===== src/rtl/io_bridge.sv =====
// io_bridge: memory-bus decoder between the CPU external bus and the
// 128 KB RAM / memory-mapped I/O space (cpu_a[17:16] == 2'b11).
//
// I/O map (byte addresses, low 18 bits):
//   0x30000  write: push byte to TX FIFO (0x00 ignored)
//            read : pop RX FIFO head (0x00 when empty)
//   0x30004  write: set program_finish
//            read : snapshot cycle counter, return byte 0
//   0x30005-7 read: snapshot bytes 1..3
//   others   writes ignored, reads return 0x00
//
// Ports:
//   clk_in, rst_n_in            clock, async active-low reset
//   rdy_in                      CPU ready; bus ignored while low
//   cpu_a/cpu_wr/cpu_dout       CPU bus request
//   cpu_din                     read data, valid the cycle after the read
//   io_buffer_full              TX FIFO near full
//   ram_a/ram_we/ram_wdata      RAM port (ram_rdata has 1-cycle latency)
//   tx_data/tx_valid/tx_ready   UART TX handshake
//   rx_data/rx_valid            UART RX strobe
//   program_finish              sticky finish flag
//   tx_overflow/rx_overflow     sticky FIFO drop flags
module io_bridge #(
    parameter int TX_DEPTH    = 16,
    parameter int RX_DEPTH    = 16,
    parameter int FULL_MARGIN = 2
) (
    input  logic        clk_in,
    input  logic        rst_n_in,
    input  logic        rdy_in,
    input  logic [31:0] cpu_a,
    input  logic        cpu_wr,
    input  logic [7:0]  cpu_dout,
    output logic [7:0]  cpu_din,
    output logic        io_buffer_full,
    output logic [16:0] ram_a,
    output logic        ram_we,
    output logic [7:0]  ram_wdata,
    input  logic [7:0]  ram_rdata,
    output logic [7:0]  tx_data,
    output logic        tx_valid,
    input  logic        tx_ready,
    input  logic [7:0]  rx_data,
    input  logic        rx_valid,
    output logic        program_finish,
    output logic        tx_overflow,
    output logic        rx_overflow
);

    localparam int TX_AW    = $clog2(TX_DEPTH);
    localparam int RX_AW    = $clog2(RX_DEPTH);
    localparam int FULL_LVL = TX_DEPTH - FULL_MARGIN;

    // Upper address bits play no part in decode.
    logic unused_addr_hi;
    assign unused_addr_hi = ^cpu_a[31:18];

    // ------------------------------------------------------------------
    // Decode
    // ------------------------------------------------------------------
    logic io_sel, io_wr, io_rd, acc_rd;
    logic a_fifo, a_fin, a_cnt1, a_cnt2, a_cnt3;

    assign io_sel = (cpu_a[17:16] == 2'b11);
    assign io_wr  = rdy_in & cpu_wr & io_sel;
    assign io_rd  = rdy_in & ~cpu_wr & io_sel;
    assign acc_rd = rdy_in & ~cpu_wr;

    assign a_fifo = (cpu_a[17:0] == 18'h30000);
    assign a_fin  = (cpu_a[17:0] == 18'h30004);
    assign a_cnt1 = (cpu_a[17:0] == 18'h30005);
    assign a_cnt2 = (cpu_a[17:0] == 18'h30006);
    assign a_cnt3 = (cpu_a[17:0] == 18'h30007);

    assign ram_a     = cpu_a[16:0];
    assign ram_wdata = cpu_dout;
    assign ram_we    = rdy_in & cpu_wr & ~io_sel;

    // ------------------------------------------------------------------
    // TX FIFO
    // ------------------------------------------------------------------
    logic [7:0]       tx_mem [TX_DEPTH];
    logic [TX_AW-1:0] tx_wr_ptr, tx_rd_ptr;
    logic [TX_AW:0]   tx_count;
    logic             tx_full, tx_pop, tx_push_req, tx_push;

    assign tx_full     = (tx_count == TX_DEPTH[TX_AW:0]);
    assign tx_valid    = (tx_count != '0);
    assign tx_pop      = tx_valid & tx_ready;
    assign tx_push_req = io_wr & a_fifo & (cpu_dout != 8'h00);
    // A pop in the same cycle frees the slot, so a full FIFO still accepts.
    assign tx_push     = tx_push_req & (~tx_full | tx_pop);
    // Gated so the UART never sees stale storage while idle or after reset.
    assign tx_data     = tx_valid ? tx_mem[tx_rd_ptr] : 8'h00;

    assign io_buffer_full = (tx_count >= FULL_LVL[TX_AW:0]);

    always_ff @(posedge clk_in) begin
        if (tx_push) tx_mem[tx_wr_ptr] <= cpu_dout;
    end

    always_ff @(posedge clk_in or negedge rst_n_in) begin
        if (!rst_n_in) begin
            tx_wr_ptr   <= '0;
            tx_rd_ptr   <= '0;
            tx_count    <= '0;
            tx_overflow <= 1'b0;
        end else begin
            if (tx_push) tx_wr_ptr <= tx_wr_ptr + 1'b1;
            if (tx_pop)  tx_rd_ptr <= tx_rd_ptr + 1'b1;
            case ({tx_push, tx_pop})
                2'b10:   tx_count <= tx_count + 1'b1;
                2'b01:   tx_count <= tx_count - 1'b1;
                default: tx_count <= tx_count;
            endcase
            if (tx_push_req & ~tx_push) tx_overflow <= 1'b1;
        end
    end

    // ------------------------------------------------------------------
    // RX FIFO
    // ------------------------------------------------------------------
    logic [7:0]       rx_mem [RX_DEPTH];
    logic [RX_AW-1:0] rx_wr_ptr, rx_rd_ptr;
    logic [RX_AW:0]   rx_count;
    logic             rx_full, rx_empty, rx_pop, rx_push;
    logic [7:0]       rx_head;

    assign rx_full  = (rx_count == RX_DEPTH[RX_AW:0]);
    assign rx_empty = (rx_count == '0);
    assign rx_pop   = io_rd & a_fifo & ~rx_empty;
    assign rx_push  = rx_valid & (~rx_full | rx_pop);
    assign rx_head  = rx_mem[rx_rd_ptr];

    always_ff @(posedge clk_in) begin
        if (rx_push) rx_mem[rx_wr_ptr] <= rx_data;
    end

    always_ff @(posedge clk_in or negedge rst_n_in) begin
        if (!rst_n_in) begin
            rx_wr_ptr   <= '0;
            rx_rd_ptr   <= '0;
            rx_count    <= '0;
            rx_overflow <= 1'b0;
        end else begin
            if (rx_push) rx_wr_ptr <= rx_wr_ptr + 1'b1;
            if (rx_pop)  rx_rd_ptr <= rx_rd_ptr + 1'b1;
            case ({rx_push, rx_pop})
                2'b10:   rx_count <= rx_count + 1'b1;
                2'b01:   rx_count <= rx_count - 1'b1;
                default: rx_count <= rx_count;
            endcase
            if (rx_valid & ~rx_push) rx_overflow <= 1'b1;
        end
    end

    // ------------------------------------------------------------------
    // Cycle counter, I/O read register, read-return select, finish flag
    // ------------------------------------------------------------------
    logic [31:0] cycle_cnt, snapshot;
    logic [7:0]  io_q;
    logic        last_sel_io;

    always_ff @(posedge clk_in or negedge rst_n_in) begin
        if (!rst_n_in) begin
            cycle_cnt      <= '0;
            snapshot       <= '0;
            io_q           <= '0;
            last_sel_io    <= 1'b0;
            program_finish <= 1'b0;
        end else begin
            cycle_cnt <= cycle_cnt + 1'b1;
            if (acc_rd) last_sel_io <= io_sel;
            if (io_wr & a_fin) program_finish <= 1'b1;
            if (io_rd) begin
                if (a_fifo) begin
                    io_q <= rx_empty ? 8'h00 : rx_head;
                end else if (a_fin) begin
                    // Byte 0 re-captures so bytes 1..3 belong to the same value.
                    snapshot <= cycle_cnt;
                    io_q     <= cycle_cnt[7:0];
                end else if (a_cnt1) begin
                    io_q <= snapshot[15:8];
                end else if (a_cnt2) begin
                    io_q <= snapshot[23:16];
                end else if (a_cnt3) begin
                    io_q <= snapshot[31:24];
                end else begin
                    io_q <= 8'h00;
                end
            end
        end
    end

    assign cpu_din = last_sel_io ? io_q : ram_rdata;

endmodule


===== config.mk =====
export PLATFORM = sky130hd
export DESIGN_NAME = io_bridge
export DESIGN_NICKNAME = d
export VERILOG_FILES = /design/src/rtl/io_bridge.sv
export SDC_FILE = /design/constraint.sdc
export NUM_CORES = 1
export LEC_CHECK = 0
export BUFFER_PORTS_ARGS = -buffer_cell sky130_fd_sc_hd__buf_4
export CORE_ASPECT_RATIO = 1.2
export CORE_MARGIN = 2
export CORE_UTILIZATION = 49
export DETAILED_ROUTE_END_ITERATION = 16
export PLACE_DENSITY = 0.7
export SETUP_SLACK_MARGIN = 0.2
export SYNTH_ARGS = -nofsm -noshare
export SYNTH_HDL_FRONTEND = slang
export SYNTH_SLANG_ARGS = --single-unit

===== constraint.sdc =====
create_clock -name clk_in -period 2.9 [get_ports clk_in]
set_clock_uncertainty 0.15 [all_clocks]
set_input_delay 0.58 -clock clk_in [delete_from_list [all_inputs] [get_ports clk_in]]
set_output_delay 0.58 -clock clk_in [all_outputs]
set_load 0.05 [all_outputs]

* After elaboration in Yosys (flattened, before gate mapping)
Memory sizes are Yosys's and may differ from the RTL's.
Cells that the tools add are included.
** Storage, ports and cells
- Logic and storage cells :: 82
- Register bits after elaboration :: 102
- Memories kept :: 2
- Bits in writable memories :: 256
- Output and inout bits :: 47
- Input port bits :: 62
** Memory list
- rx_mem :: depth 16, bits a word 8, read ports 1, clocked after Yosys merged registers in 0, wr ports 1, RTL line 123 : logic [7:0] rx_mem [RX_DEPTH];
- tx_mem :: depth 16, bits a word 8, read ports 1, clocked after Yosys merged registers in 0, wr ports 1, RTL line 82 : logic [7:0] tx_mem [TX_DEPTH];
** Cells by class
- Reduce and logical (&&, ||, !) cells :: 6
- Multiplexer cells :: 14
- Bitwise operators :: 25
- Equal/unequal tests :: 12
- Magnitude comparators :: 1
- Add/sub/neg operators :: 9
** Operators by type and width (number)
- == test 18 bit (second input constant) :: 5
- 2-to-1 mux 8 bit :: 8
- adder 32 x 1 -> 32 bit (second input constant) :: 1
- one-hot mux 5 bit (2 select lines) :: 2
- adder 4 x 1 -> 4 bit (second input constant) :: 4
- bitwise AND 1 bit :: 15
- adder 5 x 1 -> 5 bit (second input constant) :: 2
- == test 5 bit (second input constant) :: 2
- subtractor 5 x 1 -> 5 bit (second input constant) :: 2
- NOT 1 bit :: 8
- nonzero test 8 bit :: 1
- == test 2 bit (second input constant) :: 3
- greater-or-equal comparator 5 x 4 -> 1 bit (second input constant) :: 1
- logical NOT 5 bit :: 1
- nonzero test 5 bit :: 1
- == test 2 x 1 -> 1 bit (second input constant) :: 2
- 2-to-1 mux 1 bit :: 4
- nonzero test 2 bit :: 2
- AND reduction 3 bit :: 1
- bitwise OR 1 bit :: 2

* Depth between registers and ports, before layout
- Depth after elaboration :: 9
- Mapped depth :: 14
- Depth with buffers taken out :: 12

* Least setup slack after synthesis
No wires, ideal clock.
- Path kind :: input-to-reg
- Start :: input cpu_a[9]
- End :: register tx_count[4]
- Buffers on the path :: 1
- Arrival time :: 2.966 ns
- Library setup time :: 0.127 ns
- Stages on the path :: 13
- Required time :: 2.623 ns
- Path slack :: -0.342 ns
- Path through :: nor4_2 > nand4_2 > nor4_4 > inv_2 > ha_1 > clkbuf_1 > xor2_1 > ha_1 > o211ai_1 > a21oi_1 > a31oi_1 > nor2_1 > xor2_1
** On the way
- Cells in the longest elaborated chain, start to end :: 6
- Elaborated cells on any way between the ends :: 8
- Classes of those cells :: eq/ne: 3; mux: 1; bitwise: 3; reduce/logical: 1
** RTL lines
- start, declared :: RTL line 31 : input logic [31:0] cpu_a,
- == test 18 bit (*) :: RTL line 69 : assign a_fifo = (cpu_a[17:0] == 18'h30000);
- bitwise AND 1 bit (*) (2 in series) :: RTL line 90 : assign tx_push_req = io_wr & a_fifo & (cpu_dout != 8'h00);
- bitwise AND 1 bit (*) :: RTL line 92 : assign tx_push = tx_push_req & (~tx_full | tx_pop);
- == test 2 x 1 -> 1 bit or == test 2 bit (tied branches) :: RTL line 111 : case ({tx_push, tx_pop})
- one-hot mux 5 bit (2 select lines) or nonzero test 2 bit (tied branches)
- end signal, assigned :: RTL line 112 : 2'b10: tx_count <= tx_count + 1'b1;
- end signal, assigned :: RTL line 113 : 2'b01: tx_count <= tx_count - 1'b1;
- end signal, assigned :: RTL line 114 : default: tx_count <= tx_count;
- end, declared :: RTL line 84 : logic [TX_AW:0] tx_count;
Mark *: on every way between the ends. The rest lies on a longest branch, timed or not.
A chain may end at the register's enable or synchronous reset.

* Worst setup path after layout
- Start :: register tx_rd_ptr[0]
- End :: output tx_data[6]
** On the way
- Cells in the longest elaborated chain, start to end :: 2
** RTL lines
- start, declared :: RTL line 83 : logic [TX_AW-1:0] tx_wr_ptr, tx_rd_ptr;
- start signal, assigned :: RTL line 110 : if (tx_pop) tx_rd_ptr <= tx_rd_ptr + 1'b1;
- memory read (16 x 8 bit)
- 2-to-1 mux 8 bit :: RTL line 94 : assign tx_data = tx_valid ? tx_mem[tx_rd_ptr] : 8'h00;
- end, declared :: RTL line 40 : output logic [7:0] tx_data,
No other way between the ends.

==> run_results.csv <==
group,metric,value,unit
synthesis,netlist.area_leader.share,51.8,%
critical_path,crit_arrival,2.46,ns
power_and_ir_drop,switching_share,27.9,%
synthesis,synthMuxAreaShare,15.0,%
detailed_routing,viasPerCell,5.61,
floorplan,pin_count,109,
synthesis,synth_cells,850,
run_status,status,"complete, but fails checks",
floorplan,die_h,195,um
power_and_ir_drop,p_comb_share,26.3,%
layout,final_area,0.0182,mm2
placement,dp_cells,1366,
detailed_routing,drt_pass1_iterations,4,
clocking,cts_made_buffers,35,
detailed_routing,drt-total-wl,30900,um
global_route,grt_pass1_vias,8434,
clocking,cts_tree,"yes",
synthesis,synth_top_family_by_area,"multiplexers",
critical_path,startpoint_type,"flop",
clocking,cts_buffer_depth,3,
timing,finalSetupViolCount,8,
synthesis,synthAdderAreaFrac,1.65,%
layout,seqCellArea,0.0100,mm2
clocking,clkLatencyLatePin,0.53,ns
power_and_ir_drop,power_switching,3.93,mW
synthesis,ys.flop_type,"edfxtp_1",
timing,tightest_slew,0.634,ns
critical_path,critPathMostFrequentCell,"mux4_2",
global_route,grt_first_pass_wirelength,48700,um
detailed_routing,drc,0,
critical_path,crit_type,"reg2out",
timing,slew_viol_final,0,
synthesis,synth-edff-count,256,
synthesis,synthXorXnorAreaFrac,3.07,%
synthesis,synth_top_area_cell,"edfxtp_1",
detailed_routing,avgRoutedWirePerCell,21.4,um
global_route,antenna_found_initial,0,
layout,layout.nets,1106,
critical_path,cp_max_fo,16,
layout,final_cells,1441,
synthesis,synth-simple-area-share,6.67,%
timing,fin_crit,3.19,ns
global_route,overflow,0,
power_and_ir_drop,power.density,775,mW/mm2
layout,n_antenna_cell,0,
critical_path,cp_num_buf_inv,2,
floorplan,start_util,50.0,%
detailed_routing,antenna_left,0,
critical_path,crit_chain,"buf_12, mux4_2, mux4_2, nor2b_4, buf_6",
synthesis,synthTopCellsByCount,"256 x edfxtp_1, 94 x dfrtp_1, 79 x mux4_2, 36 x xnor2_1, 34 x and3_1",
critical_path,cp.required,2.17,ns
floorplan,die-width,163,um
synthesis,ys_seq_area_share,67.7,%
clocking,clockRootBuffer,"clkbuf_16",
timing,whs,0.210,ns
synthesis,synthTopCellsByArea,"edfxtp_1 52%, dfrtp_1 16%, mux4_2 12%",
layout,drive_above_1_share,38.0,%
timing,max_freq,313,MHz
timing,fin_ws,-0.295,ns
layout,postLayoutCoreUtil,61.2,%
layout,n_fill_cell,2179,
power_and_ir_drop,power_frac_clock,31.8,%
detailed_routing,via_count,8084,
clocking,cts.clk_slew.worst_paths,0.06,ns
layout,syn_to_final_growth,22.4,%
layout,multiInputGateArea,0.00453,mm2
critical_path,critical_path.endpoint_type,"primary output",
clocking,numClockSinks,350,
synthesis,yosysWarningCount,0,
floorplan,dieArea,0.0317,mm2
critical_path,cp_top_family,"multiplexers",
critical_path,cpMaxStageDelayCell,"mux4_2",
synthesis,synth.most_common_cell,"edfxtp_1",
placement,gp_congestion,0.816,
global_route,grtUsageTotal,20.2,%
synthesis,netlist_area,0.0148,mm2
synthesis,async_flop_share,26.9,%
placement,io_buffers,94,
power_and_ir_drop,irDropWorstVdd,0.000746,V
power_and_ir_drop,p_leak,6.90,nW
timing,min_period_over_period,110,%
power_and_ir_drop,p_int,10.2,mW
global_route,grt_max_degree,51,
critical_path,cpPeakStageDelay,0.54,ns
run_status,violations,"setup timing",
timing,hold_violations,0,
power_and_ir_drop,seqPwrFrac,41.9,%
clocking,h-tree-depth,2,
synthesis,synthDistinctLibCells,59,
synthesis,syn_nets,931,
timing,relSlewSlack,57.7,%
min_path,worstHoldPathType,"in2reg",
synthesis,synth_compound_gate_area_share,2.97,%
job,drv_cap,0,
timing,rsz0062_at_grt,"yes",
detailed_routing,first_iter_violations,724,
placement,dp_hpwl,21100,um
floorplan,fp.coreArea,0.0297,mm2
synthesis,synth_area_per_cell,17.5,um2
floorplan,rows,69,
synthesis,synth_seq_cells,350,
placement,dpl_cell_area,0.0167,mm2
[sequential cells by signal (all words and copies together), names as in the netlist, 4 cells and up]
register   count
rx_mem       128
tx_mem       128
cycle_cnt     32
snapshot      24
io_q           8
rx_count       5
tx_count       5
rx_rd_ptr      4
rx_wr_ptr      4
tx_rd_ptr      4
tx_wr_ptr      4
[power groups by stage]
stage               clock [mW]  combinational [mW]  sequential (mW)
finish                    4.49                3.70             5.90
global placement             0                3.33             5.98
floorplan                    0                2.27             5.94
CTS                       4.57                3.60             5.90
detailed placement           0                3.39             6.00
global route              4.78                3.97             5.93
[stage by stage]
stage,power (mW),setup WS [ns],TNS [ns]
after floorplan,8.22,-0.133,-0.323
after global placement,9.31,-0.281,-0.874
after detailed placement,9.39,-0.309,-1.28
after CTS,14.1,-0.334,-2.51
after global routing,14.7,-0.383,-2.74
final,14.1,-0.295,-2.06
[area by class of cell]
| cell class | count | share of cell area (%) |
|---|---|---|
| timing repair buffer | 202 | 10.4 |
| sequential | 350 | 55.3 |
| multi-input combinational | 419 | 24.9 |
| inverter | 17 | 0.379 |
| clock buffer | 48 | 5.14 |
| tap | 390 | 2.69 |
| clock inverter | 15 | 1.17 |
[kinds of logic (layout without fill, tap and decap cells)]
| kind of cell | count (synthesis) | in the layout |
|---|---|---|
| buffers and inverters | 81 | 282 |
| flip-flops | 350 | 350 |
| XOR/XNOR | 52 | 52 |
| AO/OA/AOI/OAI | 62 | 62 |
| adder cells (fa/ha/maj) | 19 | 19 |
| AND/OR/NAND/NOR | 167 | 167 |
| multiplexers | 119 | 119 |
[path summary, 6_finish.rpt]
kind                                    from      endpoint  slack (ns)  depth (start not counted)
worst min-delay path              rx_data[1]  rx_mem[5][1]        0.21                          1
worst min register to register   tx_overflow   tx_overflow        0.32                          1
worst max register to register   rx_count[2]   rx_count[4]        0.03                         10
min in group asynchronous           rst_n_in  snapshot[31]        0.47                          2
worst max-delay path            tx_rd_ptr[0]    tx_data[6]       -0.29                          5
max in group asynchronous           rst_n_in  tx_rd_ptr[0]        1.42                          3
[what timing repair did]
item / CTS / global route
endpoints found under the hold margin: 49 / 0
gates cloned: 0 / 1
hold buffers: 1 / 0
endpoints found under the setup margin: 12 / 14
resized for setup: 23 / 17
setup buffers: 4 / 6
pin swaps: 8 / 12
[placed cells by master, fill, tap and decap left out, types with 6 or more instances in the layout]
cell       Yosys  final
a22o_1        14     14
a22oi_1        7      7
and3_1        34     34
buf_12         0     25
buf_4         29    164
buf_6          2     10
clkbuf_1      15     12
clkbuf_16      0     36
clkinv_2       0      6
dfrtp_1       94     92
edfxtp_1     256    256
ha_1          18     13
inv_1         16     14
mux2_2        33     32
mux4_2        79     79
nand2_1       25     25
nand3_1       17     17
nand4_1       12     12
nor2_1        22     22
nor2b_1       21     12
nor2b_4        0      8
nor3_1         8      8
o21ai_0       15     12
xnor2_1       36     36
xor2_1        16     15
[layer usage]
metal	global-route usage, %	up-vias	part of all wire [%]
met5	0	-	0
met4	5.64	0	2.3
met3	3.22	41	4.5
met2	34.8	211	53
met1	26.6	4181	40
li1	-	3651	-
Note: power is estimated with default switching activity, not from simulation.
